`src/rtl/imem_pkg.sv`:
```
// Shared definitions for the writable instruction memory boot path.
//   IMEM_DEPTH      : default number of instruction memory entries
//   IMEM_AW         : default address width, log2(IMEM_DEPTH)
//   NOP_INSTR       : RV32I canonical NOP (addi x0, x0, 0)
//   imem_ld_state_t : load controller states
package imem_pkg;

   localparam int unsigned IMEM_DEPTH = 64;
   localparam int unsigned IMEM_AW    = 6;
   localparam logic [31:0] NOP_INSTR  = 32'h0000_0013;

   typedef enum logic [1:0] {
      ST_LOAD  = 2'd0,
      ST_CLEAR = 2'd1,
      ST_RUN   = 2'd2
   } imem_ld_state_t;

endpackage

```
`src/rtl/imem_load_ctrl.sv`:
```
// Boot-time loader for the writable instruction memory.
// Accepts a program stream over a valid/ready handshake, writes it from
// address 0 upward, fills the remaining entries with NOPs and then hands the
// memory read port to the core's fetch path.
//   clk, rst_n            : clock, asynchronous active-low reset
//   ld_valid/ld_data/
//   ld_last/ld_ready      : loader stream handshake
//   start_load            : reload request (honoured in RUN and LOAD)
//   core_addr/core_instr/
//   core_stall            : core fetch path; core holds PC while stalled
//   mem_we/mem_waddr/
//   mem_wdata             : memory write port
//   mem_raddr/mem_rdata   : memory asynchronous read port
//   load_count            : words accepted in the most recent load
//   load_done             : one-cycle pulse on entry to RUN
module imem_load_ctrl
   import imem_pkg::*;
#(
   parameter int unsigned DEPTH = IMEM_DEPTH,
   parameter int unsigned AW    = IMEM_AW,
   parameter int unsigned WIDTH = 32
) (
   input  logic             clk,
   input  logic             rst_n,
   input  logic             ld_valid,
   input  logic [WIDTH-1:0] ld_data,
   input  logic             ld_last,
   output logic             ld_ready,
   input  logic             start_load,
   input  logic [AW-1:0]    core_addr,
   output logic [WIDTH-1:0] core_instr,
   output logic             core_stall,
   output logic             mem_we,
   output logic [AW-1:0]    mem_waddr,
   output logic [WIDTH-1:0] mem_wdata,
   output logic [AW-1:0]    mem_raddr,
   input  logic [WIDTH-1:0] mem_rdata,
   output logic [AW:0]      load_count,
   output logic             load_done
);

   localparam logic [WIDTH-1:0] NOP_W     = WIDTH'(NOP_INSTR);
   localparam logic [AW-1:0]    LAST_ADDR = AW'(DEPTH - 1);
   localparam logic [AW-1:0]    ONE_PTR   = AW'(1);
   localparam logic [AW:0]      ONE_CNT   = (AW + 1)'(1);

   imem_ld_state_t state, state_nxt;
   logic [AW-1:0]  wptr, wptr_nxt;
   logic [AW:0]    count_nxt;
   logic [AW-1:0]  base_ptr;
   logic [AW:0]    base_count;

   always_ff @(posedge clk or negedge rst_n) begin
      if (!rst_n) begin
         state      <= ST_LOAD;
         wptr       <= '0;
         load_count <= '0;
         load_done  <= 1'b0;
      end else begin
         state      <= state_nxt;
         wptr       <= wptr_nxt;
         load_count <= count_nxt;
         load_done  <= (state_nxt == ST_RUN) && (state != ST_RUN);
      end
   end

   always_comb begin
      state_nxt  = state;
      wptr_nxt   = wptr;
      count_nxt  = load_count;
      base_ptr   = wptr;
      base_count = load_count;
      ld_ready   = 1'b0;
      core_stall = 1'b1;
      core_instr = NOP_W;
      mem_we     = 1'b0;
      mem_waddr  = wptr;
      mem_wdata  = NOP_W;
      mem_raddr  = '0;

      unique case (state)
         ST_LOAD: begin
            ld_ready = 1'b1;
            // A restart takes effect in the same cycle, so a word accepted
            // alongside start_load lands at address 0 as word 1.
            if (start_load) begin
               base_ptr   = '0;
               base_count = '0;
            end
            wptr_nxt  = base_ptr;
            count_nxt = base_count;
            if (ld_valid) begin
               mem_we    = 1'b1;
               mem_waddr = base_ptr;
               mem_wdata = ld_data;
               count_nxt = base_count + ONE_CNT;
               // Top entry is an implicit last word; wptr never wraps by
               // increment, it is only cleared on LOAD entry.
               if (base_ptr == LAST_ADDR) begin
                  state_nxt = ST_RUN;
               end else begin
                  wptr_nxt = base_ptr + ONE_PTR;
                  if (ld_last) begin
                     state_nxt = ST_CLEAR;
                  end
               end
            end
         end

         ST_CLEAR: begin
            mem_we    = 1'b1;
            mem_waddr = wptr;
            mem_wdata = NOP_W;
            if (wptr == LAST_ADDR) begin
               state_nxt = ST_RUN;
            end else begin
               wptr_nxt = wptr + ONE_PTR;
            end
         end

         ST_RUN: begin
            core_stall = 1'b0;
            mem_raddr  = core_addr;
            core_instr = mem_rdata;
            if (start_load) begin
               state_nxt = ST_LOAD;
               wptr_nxt  = '0;
               count_nxt = '0;
            end
         end

         default: begin
            state_nxt = ST_LOAD;
            wptr_nxt  = '0;
            count_nxt = '0;
         end
      endcase
   end

endmodule

```
`config.mk`:
```
export PLATFORM = sky130hd
export DESIGN_NAME = imem_load_ctrl
export DESIGN_NICKNAME = d
export VERILOG_FILES = /design/src/rtl/imem_pkg.sv /design/src/rtl/imem_load_ctrl.sv
export SDC_FILE = /design/constraint.sdc
export NUM_CORES = 1
export LEC_CHECK = 0
export BUFFER_PORTS_ARGS = -buffer_cell sky130_fd_sc_hd__buf_4
export CAP_MARGIN = 20
export CORE_MARGIN = 2
export CORE_UTILIZATION = 36
export DETAILED_ROUTE_END_ITERATION = 8
export PLACE_DENSITY = 0.92
export SLEW_MARGIN = 25
export SYNTH_ARGS = -nofsm -noshare
export SYNTH_HDL_FRONTEND = slang
export SYNTH_SLANG_ARGS = --single-unit
```
`constraint.sdc`:
```
create_clock -name clk -period 2 [get_ports clk]
set_input_delay 0.4 -clock clk [delete_from_list [all_inputs] [get_ports clk]]
set_output_delay 0.4 -clock clk [all_outputs]
set_load 0.05 [all_outputs]
```
==> results of run 1 <==
==> registers in the layout (all words and copies together), names as in the netlist <==
signal,flops
load_count,7
load_done,1
wptr,6
state,2
==> where the power goes <==
group	internal [mW]	switching, mW
clock	0.175	0.124
sequential	0.404	0.122
combinational	0.498	0.754
total	1.08	1.00
==> kinds of logic after synthesis <==
kind of cell / after synthesis / synth area share [%]
buffers and inverters: 16 / 4.06
XOR/XNOR: 2 / 1.11
adder cells (fa/ha/maj): 3 / 2.39
AND/OR/NAND/NOR: 125 / 47.2
AO/OA/AOI/OAI: 43 / 19.7
flip-flops: 16 / 25.5
==> worst max-delay path: stages, from the launching register on <==
cell	delay (ns)
dfrtp_1	0.44
nor3b_4	0.32
buf_6	0.20
and2_1	0.15
buf_4	0.20
==> stage by stage <==
| step | worst slack [ns] | power [mW] | cell area (um2) |
|---|---|---|---|
| after global routing | -0.00895 | 2.18 | 2930 |
| final | 0.0326 | 2.08 | 2930 |
| after floorplan | 0.0666 | 1.33 | 1570 |
| after global placement | 0.189 | 1.73 | 2840 |
| after CTS | 0.0151 | 2.06 | 2900 |
| after detailed placement | 0.146 | 1.75 | 2840 |
==> worst paths after layout <==
path                                from       endpoint  slack, ns
setup / recovery                state[1]  mem_wdata[13]       0.03
hold / removal                     rst_n  load_count[4]     -0.006
setup reg to reg                 wptr[0]        wptr[1]       0.14
hold reg to reg            load_count[6]  load_count[6]       0.49
max in group asynchronous          rst_n       state[0]       1.81
min in group clk                 ld_last       state[0]       0.43
==> cell type report <==
class,instances,area (um2)
Fill cell,355,1340
Timing Repair Buffer,168,1270
Multi-Input combinational cell,173,1120
Sequential cell,16,402
Tap cell,52,65.1
Clock buffer,4,55.1
Inverter,4,15.0
==> cell usage in the layout (no fill, tap or decap), drive strengths merged, types with 2 or more instances in the layout <==
cell type	n
nor2b	10
o21ai	7
and2	66
nand3	4
nor2	12
a22o	2
clkbuf	4
or2	5
and2b	2
buf	168
o22ai	3
a211o	2
o21bai	2
a221o	2
inv	4
nand2b	6
a31o	2
a31oi	3
ha	3
and4	2
nand2	10
a22oi	2
a21oi	7
dfrtp	16
a21o	2
and3	3
==> per-layer routing <==
metal,vias up,GRT usage (%),routed length [um]
met5,-,0,0
met4,0,6.41,60
met3,7,5.05,326
met2,75,38.3,3060
met1,954,25.0,2290
li1,1023,-,-
==> timing repair <==
item                                   CTS  global route
gates resized for setup                  1             9
hold buffers                             0             0
pin swaps                                0             0
endpoints found under the hold margin    0             0
setup endpoints to repair               10            70
gates cloned                             0             1
==> results by group, run 1 <==
Finish
  • Final cell count without fillers: 417
  • Layout overhead on the synthesized area: 86.1%
  • Fraction of final layout cells sized beyond drive strength 1: 51.0%
  • Antenna fix cells: 0
  • Finished Core Util: 68.6%
  • Nets@finish: 444

Logic synthesis
  • Post-synthesis cell count: 205
  • Flop and latch count out of synthesis: 16
  • Prevailing post-synth register cell: dfrtp_1
  • Unique masters post-synth: 45
  • Net count after synthesis: 283
  • Library cell with the largest summed area after synthesis: and2_1
  • Sequential share of the synthesized area: 25.5%
  • Count of flip-flops with a built-in enable after synthesis: 0
  • Most instantiated cells after synthesis: and2_1 (66), dfrtp_1 (16), nor2_1 (11)
  • Most common cell in the netlist: and2_1
  • Largest cells by area after synthesis: and2_1 (26%), dfrtp_1 (25%), nor2b_1 (4.0%), nor2_1 (2.6%), ha_1 (2.4%)
  • Post-Syn Area: 0.00157 mm2
  • Fraction of registers with async set or reset after synthesis: 100%
  • Post-synthesis average cell area: 7.67 um2
  • Yosys synthesis warning count: 0
  • Share of the synthesized area in the top cell type: 26.3%

Worst setup path
  • Critical Path Start Type: register
  • Largest fanout on the critical path: 16
  • Setup crit end kind: primary output
  • CP Data Required Time: 1.60 ns
  • Category of the critical setup timing path: reg2out
  • Cells on worst reg2reg path: 6
  • Arr. time, crit path: 1.57 ns

Clock tree
  • Number of CTS-inserted buffers: 3
  • Master cell of the clock root buffer: clkbuf_8
  • Clock-pin slew on the worst setup and hold paths: 0.07 ns
  • Number of buffers on the longest clock path: 2
  • Setup repair bufs after CTS: 0
  • CTS H-tree depth: 1
  • Worst-Skew Late Latency: 0.25 ns
  • CTS tree: yes
  • Clock tree sinks: 16

Route
  • DRT iter0 DRCs: 173
  • Overall routed net length: 5740 um
  • Antenna-violating nets left: 0
  • Total iterations of the first detailed-routing run: 4
  • WL per Instance: 13.8 um
  • Final routed DRC violation total: 0
  • Vias: 2059
  • DR vias/cell: 4.94

STA
  • Clock period minus worst slack: 1.97 ns
  • Setup repair after global routing missed its margin: yes
  • Maximum clock rate: 508 MHz
  • Final Hold Vio Count: 16
  • Fin Clk Skew: 0.00117 ns
  • Fin crit share: 98.4%
  • Setup tns final: 0 ns
  • Max_slew headroom: 78.0%
  • Hold Worst Slack: -0.00638 ns
  • Setup violations, final: 0
  • Worst Max-Slew Pin Slew: 0.331 ns
  • Final Slew Violations: 0

Power
  • Power density relative to cell area: 710 mW/mm2
  • Leakage Power: 1.58 nW
  • Worst supply voltage drop on vdd: 0.000326 V

Placement
  • # port buffers: 161
  • Half-perimeter wire length of the detailed placement result: 4510 um
  • Routability-driven placement congestion ratio: 0.879
  • Placed Cells: 412

Outcome
  • Run status: finished, violations left
  • Violated checks: hold timing

Global routing
  • Global-route wire length before repair: 8800 um
  • Pin count of the biggest net entering global routing: 36
  • Global route total overflow: 0
  • Global Route Usage Sum: 21.3%
  • Via count of the first global-routing pass: 1968
  • Initial antenna violation count: 0

Die
  • Chip width: 70.1 um
  • Core ar.: 0.00426 mm2
  • Number of cell rows: 24
  • Die Area: 0.00491 mm2
  • Starting density of the core: 36.9%
  • Die span in y: 70.1 um
  • I/O Pins: 162

Job
  • Max-capacitance violation count: 0

Hold path
  • Worst hold path class: in2async
Power figures use the tool's default switching activity.
==> run 2, diff against run 1 <==
--- a/config.mk
+++ b/config.mk
@@ -8,9 +8,9 @@
 export BUFFER_PORTS_ARGS = -buffer_cell sky130_fd_sc_hd__buf_4
 export CAP_MARGIN = 20
 export CORE_MARGIN = 2
-export CORE_UTILIZATION = 36
+export CORE_UTILIZATION = 32
 export DETAILED_ROUTE_END_ITERATION = 8
-export PLACE_DENSITY = 0.92
+export PLACE_DENSITY = 0.87
 export SLEW_MARGIN = 25
 export SYNTH_ARGS = -nofsm -noshare
 export SYNTH_HDL_FRONTEND = slang
==> constraint.sdc (replaced) <==
create_clock -name clk -period 1.7 [get_ports clk]
set_input_delay 0.34 -clock clk [delete_from_list [all_inputs] [get_ports clk]]
set_output_delay 0.34 -clock clk [all_outputs]
set_load 0.05 [all_outputs]
==> results by group, run 2 (same netlist as run 1, synthesis figures left out) <==
Die
  • Number of cell rows: 25 (was 24)
  • Die span in y: 74.1 um (was 70.1 um)
  • Core ar.: 0.00472 mm2 (was 0.00426 mm2)
  • Chip width: 74.1 um (was 70.1 um)
  • Starting density of the core: 33.3% (was 36.9%)
  • I/O Pins: 162 (unchanged)
  • Die Area: 0.00549 mm2 (was 0.00491 mm2)

Clock tree
  • CTS H-tree depth: 1 (unchanged)
  • Number of buffers on the longest clock path: 2 (unchanged)
  • CTS tree: yes (unchanged)
  • Master cell of the clock root buffer: clkbuf_8 (unchanged)
  • Clock tree sinks: 16 (unchanged)
  • Worst-Skew Late Latency: 0.26 ns (was 0.25 ns)
  • Number of CTS-inserted buffers: 3 (unchanged)
  • Clock-pin slew on the worst setup and hold paths: 0.07 ns (about the same)

Finish
  • Most flops, register: load_count (unchanged)
  • Top flop regs: load_count x7, wptr x6, state x2 (unchanged)
  • Area taken by flip-flops and latches: 403 um2 (was 402 um2)
  • Final cell count without fillers: 464 (was 417)
  • Antenna fix cells: 0 (unchanged)
  • Final design instance area without fill: 0.00407 mm2 (was 0.00293 mm2)
  • Finished Core Util: 86.1% (was 68.6%)
  • Filler Cells Inserted: 191 (was 355)
  • Flip-flop count of the largest register, all copies and words added: 7 (unchanged)
  • Nets@finish: 477 (was 444)
  • Leading cell type in the layout, fill and taps excluded: buf_4 (unchanged)
  • Fraction of final layout cells sized beyond drive strength 1: 74.8% (was 51.0%)
  • Layout overhead on the synthesized area: 159% (was 86.1%)
  • Multi-input gate area in the final layout: 0.00136 mm2 (was 0.00112 mm2)
  • Commonest cells after routing, fill and taps aside: buf_4 (108), buf_8 (62), and2_4 (56) (was buf_4 (165), and2_1 (65), dfrtp_1 (15))

Worst setup path
  • Category of the critical setup timing path: reg2out (unchanged)
  • Largest fanout on the critical path: 9 (was 16)
  • CP Data Required Time: 1.36 ns (was 1.60 ns)
  • Critical Path Start Type: register (unchanged)
  • Setup crit end kind: primary output (unchanged)
  • Arr. time, crit path: 1.59 ns (was 1.57 ns)
  • CP top delay family: buffers and inverters (was simple AND/OR/NAND/NOR gates)
  • Worst-path cell chain: nor3b_4 > buf_6 > buf_8 > and2_2 > buf_6 (was nor3b_4 > buf_6 > and2_1 > buf_4)
  • Cell mode on critical path: buf_6
  • Cell with the largest stage delay on the worst path: dfrtp_2 (was dfrtp_1)
  • Worst path max stage delay: 0.45 ns (was 0.44 ns)
  • Buffers plus inverters on the worst setup path: 3 (was 2)

Power
  • Part of the total power dissipated in combinational logic: 68.8% (was 60.3%)
  • Power density relative to cell area: 728 mW/mm2 (was 710 mW/mm2)
  • Overall power consumption: 2.96 mW (was 2.08 mW)
  • Net switching share of the total power: 46.7% (was 48.2%)
  • Portion of total power attributed to sequential cells: 21.0% (was 25.3%)
  • Power share of the clock group: 10.1% (was 14.4%)
  • Sw power: 1.38 mW (was 1.00 mW)
  • Leakage Power: 2.01 nW (was 1.58 nW)
  • Worst supply voltage drop on vdd: 0.000578 V (was 0.000326 V)
  • Internal cell power: 1.58 mW (was 1.08 mW)

STA
  • Clock period minus worst slack: 1.93 ns
  • Worst Max-Slew Pin Slew: 0.336 ns (was 0.331 ns)
  • Fin Clk Skew: 0.00633 ns (was 0.00117 ns)
  • Max_slew headroom: 77.6% (was 78.0%)
  • Final Hold Vio Count: 0 (was 16)
  • Setup repair after global routing missed its margin: yes (unchanged)
  • Final Slew Violations: 0 (unchanged)
  • Slack of the critical path: -0.227 ns (was 0.0326 ns)
  • Hold Worst Slack: 0.413 ns (was -0.00638 ns)
  • Fin crit share: 113%
  • Setup violations, final: 82 (was 0)
  • Maximum clock rate: 519 MHz
  • Setup tns final: -13.98 ns (was 0 ns)

Global routing
  • GR Util met1: 28.1% (was 25.0%)
  • Via count of the first global-routing pass: 2128 (was 1968)
  • GR Util met3: 5.42% (was 5.05%)
  • Most Used Layer, Global Route: met2 (unchanged)
  • Global routing met2 resource utilization: 41.9% (was 38.3%)
  • Global-route wire length before repair: 10200 um (was 8800 um)
  • Global route total overflow: 0 (unchanged)
  • Global Route Usage Sum: 23.6% (was 21.3%)
  • Pin count of the biggest net entering global routing: 36 (unchanged)
  • Initial antenna violation count: 0 (unchanged)

Route
  • Final routed DRC violation total: 0 (unchanged)
  • Overall routed net length: 9440 um (was 5740 um)
  • Antenna-violating nets left: 0 (unchanged)
  • DRT iter0 DRCs: 275 (was 173)
  • DR vias/cell: 5.26 (was 4.94)
  • Vias: 2441 (was 2059)
  • WL per Instance: 20.3 um (was 13.8 um)
  • Total iterations of the first detailed-routing run: 5 (was 4)

Placement
  • Routability-driven placement congestion ratio: 0.932 (was 0.879)
  • Placed Cells: 437 (was 412)
  • # port buffers: 161 (unchanged)
  • Cell area after placement: 0.00304 mm2 (was 0.00284 mm2)
  • Half-perimeter wire length of the detailed placement result: 5110 um (was 4510 um)
  • Placement-stage worst setup slack: -0.0989 ns (was 0.146 ns)

Job
  • Max-capacitance violation count: 0 (unchanged)

Outcome
  • Violated checks: setup timing (was hold timing)
  • Run status: finished, violations left (unchanged)

Hold path
  • Worst hold path class: in2reg (was in2async)
==> run 2: changes by cell type in the layout (fill, tap and decap cells not counted), sizes merged <==
| cell | before | now |
|---|---|---|
| buf | 168 | 195 |
| clkbuf | 4 | 8 |
| clkinvlp | 0 | 1 |
| dlygate4sd3 | 0 | 1 |
| inv | 4 | 3 |
==> run 2: path summary, 6_finish.rpt <==
kind                               startpoint       endpoint  slack, ns  cells past startpoint
worst max-delay path                 state[0]  mem_wdata[14]      -0.23                      5
worst min-delay path                  ld_last       state[0]       0.41                      3
worst max register to register        wptr[0]        wptr[5]      -0.07                      6
worst min register to register  load_count[6]  load_count[6]       0.50                      1
max in group asynchronous               rst_n       state[0]       1.02                      2
min in group asynchronous               rst_n        wptr[0]       0.48                      2
==> run 2: worst min-delay path, delay by kind of cell <==
| kind | cells | cell delay, ns |
|---|---|---|
| buffers and inverters | 1 | 0.08 |
| AND/OR/NAND/NOR | 1 | 0.12 |
| AO/OA/AOI/OAI | 1 | 0.08 |
==> run 2: per-layer routing <==
| metal | vias up | wire, um |
|---|---|---|
| met3 | 28 | 685 |
| met2 | 182 | 5100 |
| met5 | - | 0 |
| met4 | 0 | 240 |
| met1 | 1149 | 3410 |
| li1 | 1082 | - |
==> run 2: repair_timing <==
action	4_1_cts	5_1_grt
hold buffers	1	0
setup buffers	7	7
resized for setup	86	143
gates cloned	0	9
setup endpoints to repair	79	86
hold endpoints to repair	16	0
pin swaps	2	52
==> run 2: cell type report <==
class	count	share of cell area, %
clock buffers	3	1.01
inverters	4	0.461
multi-input cells	173	33.3
flip-flops and latches	16	9.90
well taps	67	2.06
repair buffers	201	53.3
==> run 2: power by group through the flow <==
stage / combinational (mW) / clock (mW) / sequential [mW]
6_report: 2.04 / 0.300 / 0.623
5_1_grt: 2.11 / 0.311 / 0.623
4_1_cts: 1.75 / 0.296 / 0.590
3_5_place_dp: 1.56 / 0 / 0.602
3_3_place_gp: 1.54 / 0 / 0.599
2_1_floorplan: 0.931 / 0 / 0.667
==> run 3, diff against run 2 <==
--- a/config.mk
+++ b/config.mk
@@ -9,9 +9,11 @@
 export CAP_MARGIN = 20
 export CORE_MARGIN = 2
 export CORE_UTILIZATION = 32
+export CTS_BUF_LIST = sky130_fd_sc_hd__clkbuf_8 sky130_fd_sc_hd__clkbuf_16
 export DETAILED_ROUTE_END_ITERATION = 8
 export PLACE_DENSITY = 0.87
-export SLEW_MARGIN = 25
+export SKIP_CTS_REPAIR_TIMING = 1
+export SLEW_MARGIN = 30
 export SYNTH_ARGS = -nofsm -noshare
 export SYNTH_HDL_FRONTEND = slang
 export SYNTH_SLANG_ARGS = --single-unit
==> results by group, run 3 (same netlist as run 1, synthesis figures left out) <==
Outcome
  • Run status: finished, violations left (unchanged)
  • Violated checks: setup timing (unchanged)

Die
  • Chip width: 74.1 um (unchanged)
  • I/O Pins: 162 (unchanged)
  • Number of cell rows: 25 (unchanged)
  • Die span in y: 74.1 um (unchanged)
  • Die Area: 0.00549 mm2 (unchanged)
  • Core ar.: 0.00472 mm2 (unchanged)
  • Starting density of the core: 33.3% (unchanged)

STA
  • Setup repair after global routing missed its margin: yes (unchanged)
  • Slack of the critical path: -0.188 ns (was -0.227 ns)
  • Clock period minus worst slack: 1.89 ns (was 1.93 ns)
  • Worst Max-Slew Pin Slew: 0.324 ns (was 0.336 ns)
  • Max_slew headroom: 78.4% (was 77.6%)
  • Maximum clock rate: 530 MHz (was 519 MHz)
  • Final Slew Violations: 0 (unchanged)
  • Setup violations, final: 79 (was 82)
  • Final Hold Vio Count: 0 (unchanged)
  • Setup tns final: -5.99 ns (was -13.98 ns)
  • Fin Clk Skew: 0.00282 ns (was 0.00633 ns)
  • Fin crit share: 111% (was 113%)

Placement
  • Placed Cells: 437 (unchanged)
  • Half-perimeter wire length of the detailed placement result: 5110 um (unchanged)
  • Cell area after placement: 0.00304 mm2 (unchanged)
  • Routability-driven placement congestion ratio: 0.932 (unchanged)
  • # port buffers: 161 (unchanged)

Finish
  • Final design instance area without fill: 0.00362 mm2 (was 0.00407 mm2)
  • Final cell count without fillers: 452 (was 464)
  • Nets@finish: 465 (was 477)
  • Layout overhead on the synthesized area: 130% (was 159%)
  • Area taken by flip-flops and latches: 403 um2 (unchanged)
  • Fraction of final layout cells sized beyond drive strength 1: 71.7% (was 74.8%)
  • Multi-input gate area in the final layout: 0.00126 mm2 (was 0.00136 mm2)
  • Top flop regs: load_count x7, wptr x6, state x2 (unchanged)
  • Commonest cells after routing, fill and taps aside: buf_4 (113), and2_2 (56), buf_6 (47) (was buf_4 (108), buf_8 (62), and2_4 (56))
  • Antenna fix cells: 0 (unchanged)
  • Most flops, register: load_count (unchanged)
  • Flip-flop count of the largest register, all copies and words added: 7 (unchanged)
  • Filler Cells Inserted: 322 (was 191)
  • Leading cell type in the layout, fill and taps excluded: buf_4 (unchanged)

Route
  • Total iterations of the first detailed-routing run: 4 (was 5)
  • DR vias/cell: 4.95 (was 5.26)
  • Vias: 2237 (was 2441)
  • Antenna-violating nets left: 0 (unchanged)
  • DRT iter0 DRCs: 245 (was 275)
  • Overall routed net length: 7300 um (was 9440 um)
  • WL per Instance: 16.1 um (was 20.3 um)
  • Final routed DRC violation total: 0 (unchanged)

Global routing
  • Initial antenna violation count: 0 (unchanged)
  • Global Route Usage Sum: 21.0% (was 23.6%)
  • Global route total overflow: 0 (unchanged)
  • Via count of the first global-routing pass: 1937 (was 2128)
  • Global-route wire length before repair: 9130 um (was 10200 um)
  • Pin count of the biggest net entering global routing: 36 (unchanged)

Clock tree
  • Clock-pin slew on the worst setup and hold paths: 0.06 ns (was 0.07 ns)
  • Number of CTS-inserted buffers: 3 (unchanged)
  • CTS tree: yes (unchanged)
  • Number of buffers on the longest clock path: 2 (unchanged)
  • CTS H-tree depth: 1 (unchanged)
  • Worst-Skew Late Latency: 0.25 ns (was 0.26 ns)
  • Master cell of the clock root buffer: clkbuf_8 (unchanged)
  • Clock tree sinks: 16 (unchanged)

Power
  • Sw power: 1.28 mW (was 1.38 mW)
  • Internal cell power: 1.44 mW (was 1.58 mW)
  • Worst supply voltage drop on vdd: 0.000503 V (was 0.000578 V)
  • Leakage Power: 1.83 nW (was 2.01 nW)
  • Net switching share of the total power: 46.9% (was 46.7%)
  • Power share of the clock group: 10.8% (was 10.1%)
  • Part of the total power dissipated in combinational logic: 67.0% (was 68.8%)
  • Portion of total power attributed to sequential cells: 22.2% (was 21.0%)
  • Power density relative to cell area: 751 mW/mm2 (was 728 mW/mm2)

Worst setup path
  • Arr. time, crit path: 1.55 ns (was 1.59 ns)
  • Category of the critical setup timing path: reg2out (unchanged)
  • Largest fanout on the critical path: 8 (was 9)
  • Critical Path Start Type: register (unchanged)
  • CP Data Required Time: 1.36 ns (about the same)
  • Setup crit end kind: primary output (unchanged)

Hold path
  • Worst hold path class: in2reg (unchanged)

Job
  • Max-capacitance violation count: 0 (unchanged)
-- run 3: cell count changes in the layout (fill, tap and decap cells not counted), sizes merged --
cell	previous run	this run
buf	195	188
clkbuf	8	3
-- run 3: layout make-up --
type | count | area share [%]
flip-flops and latches | 16 | 11.1
repair buffers | 189 | 50.1
well taps | 67 | 2.32
inverters | 4 | 0.518
clock buffers | 3 | 1.14
multi-input cells | 173 | 34.8
-- run 3: path summary, 6_finish.rpt --
| kind | slack, ns | startpoint | to | cells after the start |
|---|---|---|---|---|
| max | -0.19 | state[1] | mem_wdata[22] | 5 |
| min | 0.39 | ld_last | state[0] | 3 |
| max reg2reg | -0.05 | wptr[0] | wptr[0] | 7 |
| min reg2reg | 0.51 | load_count[6] | load_count[6] | 1 |
| max in group asynchronous | 1.01 | rst_n | state[1] | 2 |
| min in group asynchronous | 0.48 | rst_n | load_count[0] | 2 |
-- run 3: worst max-delay path: stages (launching register included) --
cell     delay [ns]
dfrtp_2        0.45
nor3b_4        0.27
buf_6          0.15
buf_6          0.11
and2_2         0.15
buf_6          0.16
-- run 3: power by group through the flow --
stage / clock network [mW] / logic [mW] / registers, mW
after global placement: 0 / 1.54 / 0.599
after detailed placement: 0 / 1.56 / 0.602
final: 0.293 / 1.82 / 0.603
after global routing: 0.309 / 1.92 / 0.609
after floorplan: 0 / 0.931 / 0.667
after CTS: 0.296 / 1.57 / 0.596
-- run 3: per-layer routing --
layer  vias up  track usage [%]  wire length (um)
li1       1061                -                 -
met1      1042             26.9              2680
met2       124             36.5              3990
met3        10             3.25               530
met4         0             5.86               107
met5         -                0                 0
-- run 3: stage by stage --
| stage | util [%] | total power, mW | hold slack [ns] | worst slack (ns) |
|---|---|---|---|---|
| final | 76.6 | 2.72 | 0.392 | -0.188 |
| after global routing | 76.6 | 2.84 | 0.405 | -0.222 |
| after global placement | 64.4 | 2.13 | 0.213 | -0.00377 |
| after detailed placement | 64.4 | 2.16 | 0.217 | -0.0989 |
| after floorplan | - | 1.60 | 0.0444 | -0.112 |
| after CTS | 65.3 | 2.46 | -0.0557 | -0.221 |
